`src/rtl/seq_pkg.sv`:
```
// Shared definitions for the serial pattern generator: FSM states and
// the default pattern geometry.
package seq_pkg;

  localparam int DEF_PAT_W = 4;
  localparam int DEF_CNT_W = 4;
  localparam logic [DEF_PAT_W-1:0] DEF_PATTERN = 4'b0101;

  typedef enum logic [1:0] {
    IDLE,
    SEND,
    GAP,
    DONE
  } state_t;

endpackage

```
`src/rtl/seq_cnt.sv`:
```
// Loadable down-counter that saturates at zero and reports when it
// has reached zero.
module seq_cnt #(
  parameter int W = 4
) (
  input  logic         clk,
  input  logic         reset,
  input  logic         load,
  input  logic         dec,
  input  logic [W-1:0] load_val,
  output logic         zero
);

  logic [W-1:0] count;

  always_ff @(posedge clk or negedge reset) begin
    if (!reset) begin
      count <= '0;
    end else if (load) begin
      count <= load_val;
    end else if (dec && (count != '0)) begin
      count <= count - W'(1);
    end
  end

  assign zero = (count == '0);

endmodule

```
`src/rtl/seq_gen.sv`:
```
// Serial pattern generator: sends a fixed or runtime pattern MSB first,
// repeated a given number of times with optional idle gaps in between.
module seq_gen
  import seq_pkg::*;
#(
  parameter int               PAT_W   = DEF_PAT_W,
  parameter logic [PAT_W-1:0] PATTERN = PAT_W'(DEF_PATTERN),
  parameter int               CNT_W   = DEF_CNT_W
) (
  input  logic             clk,
  input  logic             reset,
  input  logic             start,
  input  logic             pat_sel,
  input  logic [PAT_W-1:0] pat_in,
  input  logic [CNT_W-1:0] reps,
  input  logic [CNT_W-1:0] gap,
  output logic             dout,
  output logic             dvalid,
  output logic             busy,
  output logic             done
);

  localparam int BIT_W = $clog2(PAT_W);
  localparam logic [BIT_W-1:0] LAST_BIT = BIT_W'(PAT_W - 1);

  state_t state, state_d;
  logic [PAT_W-1:0] pat_reg, pat_src, shreg, shreg_d;
  logic [CNT_W-1:0] gap_reg;
  logic pat_load;
  logic dout_d, dvalid_d, busy_d, done_d;
  logic bit_load, bit_dec, bit_zero;
  logic rep_load, rep_dec, rep_zero;
  logic gap_load, gap_dec, gap_zero;

  assign pat_src = pat_sel ? pat_in : PATTERN;

  // The bit counter holds bits still to come after the one on dout.
  seq_cnt #(.W(BIT_W)) u_bit_cnt (
    .clk(clk), .reset(reset), .load(bit_load), .dec(bit_dec),
    .load_val(LAST_BIT), .zero(bit_zero)
  );

  // The rep counter holds repetitions still to come after the current one.
  seq_cnt #(.W(CNT_W)) u_rep_cnt (
    .clk(clk), .reset(reset), .load(rep_load), .dec(rep_dec),
    .load_val(reps - CNT_W'(1)), .zero(rep_zero)
  );

  seq_cnt #(.W(CNT_W)) u_gap_cnt (
    .clk(clk), .reset(reset), .load(gap_load), .dec(gap_dec),
    .load_val(gap_reg - CNT_W'(1)), .zero(gap_zero)
  );

  always_ff @(posedge clk or negedge reset) begin
    if (!reset) begin
      state   <= IDLE;
      dout    <= 1'b0;
      dvalid  <= 1'b0;
      busy    <= 1'b0;
      done    <= 1'b0;
      shreg   <= '0;
      pat_reg <= '0;
      gap_reg <= '0;
    end else begin
      state  <= state_d;
      dout   <= dout_d;
      dvalid <= dvalid_d;
      busy   <= busy_d;
      done   <= done_d;
      shreg  <= shreg_d;
      if (pat_load) begin
        pat_reg <= pat_src;
        gap_reg <= gap;
      end
    end
  end

  // Outputs are computed one cycle ahead so they leave the flops cleanly;
  // the shift register's MSB always mirrors the bit currently on dout.
  always_comb begin
    state_d  = state;
    dout_d   = 1'b0;
    dvalid_d = 1'b0;
    busy_d   = 1'b0;
    done_d   = 1'b0;
    shreg_d  = shreg;
    pat_load = 1'b0;
    bit_load = 1'b0;
    bit_dec  = 1'b0;
    rep_load = 1'b0;
    rep_dec  = 1'b0;
    gap_load = 1'b0;
    gap_dec  = 1'b0;
    case (state)
      IDLE: begin
        if (start) begin
          pat_load = 1'b1;
          if (reps == '0) begin
            state_d = DONE;
            done_d  = 1'b1;
          end else begin
            state_d  = SEND;
            shreg_d  = pat_src;
            dout_d   = pat_src[PAT_W-1];
            dvalid_d = 1'b1;
            busy_d   = 1'b1;
            bit_load = 1'b1;
            rep_load = 1'b1;
          end
        end
      end
      SEND: begin
        if (!bit_zero) begin
          bit_dec  = 1'b1;
          shreg_d  = {shreg[PAT_W-2:0], 1'b0};
          dout_d   = shreg[PAT_W-2];
          dvalid_d = 1'b1;
          busy_d   = 1'b1;
        end else if (rep_zero) begin
          state_d = DONE;
          done_d  = 1'b1;
        end else begin
          rep_dec = 1'b1;
          busy_d  = 1'b1;
          if (gap_reg == '0) begin
            bit_load = 1'b1;
            shreg_d  = pat_reg;
            dout_d   = pat_reg[PAT_W-1];
            dvalid_d = 1'b1;
          end else begin
            state_d  = GAP;
            gap_load = 1'b1;
          end
        end
      end
      GAP: begin
        busy_d = 1'b1;
        if (gap_zero) begin
          state_d  = SEND;
          bit_load = 1'b1;
          shreg_d  = pat_reg;
          dout_d   = pat_reg[PAT_W-1];
          dvalid_d = 1'b1;
        end else begin
          gap_dec = 1'b1;
        end
      end
      DONE: begin
        state_d = IDLE;
      end
      default: begin
        state_d = IDLE;
      end
    endcase
  end

endmodule

```
`config.mk`:
```
export PLATFORM = sky130hd
export DESIGN_NAME = seq_gen
export DESIGN_NICKNAME = d
export VERILOG_FILES = /design/src/rtl/seq_pkg.sv /design/src/rtl/seq_cnt.sv /design/src/rtl/seq_gen.sv
export SDC_FILE = /design/constraint.sdc
export NUM_CORES = 1
export LEC_CHECK = 0
export CORE_ASPECT_RATIO = 2
export CORE_UTILIZATION = 59
export CTS_CLUSTER_DIAMETER = 100
export CTS_CLUSTER_SIZE = 28
export DETAILED_ROUTE_END_ITERATION = 8
export MAX_ROUTING_LAYER = met4
export PLACE_DENSITY_LB_ADDON = 0.25
export SYNTH_ARGS = -nofsm -noshare
export SYNTH_HDL_FRONTEND = slang
export SYNTH_HIERARCHICAL = 1
export SYNTH_SLANG_ARGS = --single-unit
```
`constraint.sdc`:
```
create_clock -name clk -period 7.42 [get_ports clk]
set_input_delay 1.484 -clock clk [delete_from_list [all_inputs] [get_ports clk]]
set_output_delay 1.484 -clock clk [all_outputs]
set_load 0.03 [all_outputs]
```
==> metrics.txt <==
Syn. warnings 6; routed len/inst 14.7 µm; Layout Nets 221; Worst EP required 7580 ps; fmax 0.273 GHz; actual slew at the worst max-slew pin 1030 ps; WHS 501 ps; final setup vio count 0; setup TNS 0 ps; die span in y 78.4 µm; Worst-path clk slew 90 ps; Antenna Nets Post-Route 0; clk_lat worst skew 280 ps; setup repair bufs after CTS 0; syn avg cell area 9.85 µm²; initial antenna violation count 0; All-Layer GR Usage 0.253; register area share after synthesis 0.392; pin count of the biggest net entering global routing 28; first-pass GRT wire length 5470 µm; I/O Buffers 19; Synth Flop Type dfrtp_1; Worst IR Drop VDD 0.000263 V; static leakage 0.895 nW; area leader, netlist dfrtp_1; Die X 40.2 µm; site row count 27; vias per cell 5.90; CTS tree built; Synth Cell Area 0.00172 mm²; fraction of synthesis flops using an asynchronous set or reset pin 1.00; H-tree lvl count 1; n_diodes 0; Setup CP Type input pin to flip-flop; post-cts resize count 0; hold_buf cts 0; vias in the first global route 1368; startpoint types input pin; Yosys top cell area share 0.392; Starting Density 0.622; Slew Limit Headroom 0.309; WL final 3300 µm; Post-DP Area 0.00193 mm²; Placer Congestion 0.929; Tightest Hold Check Type flip-flop to flip-flop; drt pass-1 iters 6; worst-path fanout max 11; DIE AREA 0.00315 mm²; core area 0.00277 mm²; CP endpoint kind flip-flop; # DRC 0; RSZ-0062 raised after global routing false; Power Dens Cells 420 mW/mm²; I/O pins 20; Worst setup startpoint reps[0]; period utilization 0.494; distinct cell type count of the synthesized netlist 42; Design Area, Final 0.00197 mm²; Worst Hold Launch pat_reg[3]; Synth Register Bits 27; CTS sink count 27; r2r setup slk 4730 ps; fillers 217; status completed; CTS Buf Count 3; Slew Viols, Final 0; CTS Root Cell clkbuf_8; number of flops mapped to enable cells by yosys 0; share of layout cells above drive strength 1 0.108; Worst R2R Start u_rep_cnt/count[0]; Layout area overhead 14.4%; Synth area leaders dfrtp_1, ha_1, inv_1; total congestion overflow 0; hpwl dp 2520 µm; min Tclk post-route 3660 ps; MaxCap Viol Count 0; Critical Path AT 3830 ps; cell count after synthesis 175; clock skew 3.39 ps; Vias 1322; Max clock buf depth 2; DR iter-0 viols 24; Final Hold Fails 0
cell type report:
cell class,count,area [µm²],share of cell area
clock buffers,4,45.0,0.0229
repair buffers,20,198,0.100
multi-input cells,124,941,0.477
inverters,20,75.1,0.0381
well taps,29,36.3,0.0184
flip-flops and latches,27,676,0.343
report_power, final:
part           switching (mW)  internal (mW)  total [mW]
Clock                  0.0455         0.0386      0.0840
Combinational           0.245          0.217       0.462
Sequential             0.0614          0.220       0.281
cell families after synthesis:
group / after synthesis / synth area share
buffers and inverters: 25 / 0.0639
flip-flops: 27 / 0.392
multiplexers: 11 / 0.0704
XOR/XNOR: 4 / 0.0203
adder cells (fa/ha/maj): 9 / 0.0654
other: 1 / 0.00218
AO/OA/AOI/OAI: 41 / 0.178
AND/OR/NAND/NOR: 57 / 0.208
cell usage after synthesis (all sizes together), types with 4 or more instances:
| master | number |
|---|---|
| dfrtp | 27 |
| xor2 | 4 |
| a21oi | 8 |
| nor2 | 6 |
| nor2b | 4 |
| ha | 9 |
| nor3b | 4 |
| nand2 | 20 |
| o21ai | 10 |
| inv | 20 |
| nor3 | 6 |
| mux2 | 9 |
cell usage in the layout, fill, tap and decap left out, types with 2 or more instances in the layout:
cell | netlist | routed
a21oi_1 | 8 | 8
nor2_1 | 6 | 6
and4b_1 | 2 | 2
o21a_1 | 3 | 3
or4_1 | 2 | 2
clkdlybuf4s50_1 | 0 | 19
ha_1 | 9 | 9
conb_1 | 1 | 2
a221o_1 | 2 | 2
a21o_1 | 2 | 2
xor2_1 | 4 | 4
nor2b_1 | 4 | 4
nor3b_2 | 2 | 2
o21ai_0 | 10 | 10
o31a_1 | 2 | 2
mux2_2 | 6 | 6
nor4b_2 | 2 | 2
dfrtp_1 | 27 | 27
inv_1 | 20 | 20
nand2_1 | 20 | 20
a31oi_1 | 2 | 2
nor3_1 | 6 | 6
a22oi_1 | 2 | 2
or4b_1 | 2 | 2
nand3_1 | 3 | 3
or2b_1 | 3 | 3
o211ai_2 | 3 | 3
mux2_1 | 3 | 3
nor3b_1 | 2 | 2
mux2i_1 | 2 | 2
clkbuf_8 | 0 | 3
critical path, cell delays in order:
cell             delay [ps]
clkdlybuf4s50_1         420
inv_1                    80
ha_1                    180
or3b_4                  410
nand3_1                 190
inv_1                   200
o21ba_2                 280
or4b_1                  470
o311ai_0                100
worst paths after layout:
path | to | depth (start not counted)
min in group asynchronous | u_gap_cnt/count[1] | 2
worst max register to register | u_bit_cnt/count[1] | 8
worst max-delay path | u_bit_cnt/count[1] | 9
worst min register to register | pat_reg[3] | 1
max in group asynchronous | shreg[2] | 2
worst min-delay path | pat_reg[3] | 1
layer usage:
metal,vias to the layer above,share of wire,GRT usage
met2,26,0.55,0.435
li1,655,-,-
met1,634,0.40,0.257
met3,7,0.025,0.0311
met5,-,0,-
met4,0,0.025,0.133
metrics by stage:
step	cells	power (mW)	worst slack, ps	utilization
finish	224	0.827	3760	0.711
global placement	220	0.722	3580	0.695
CTS	224	0.830	3770	0.711
floorplan	176	0.642	4210	-
detailed placement	220	0.748	3490	0.695
global route	224	0.898	3640	0.711
Note: power is estimated with default switching activity, not from simulation.
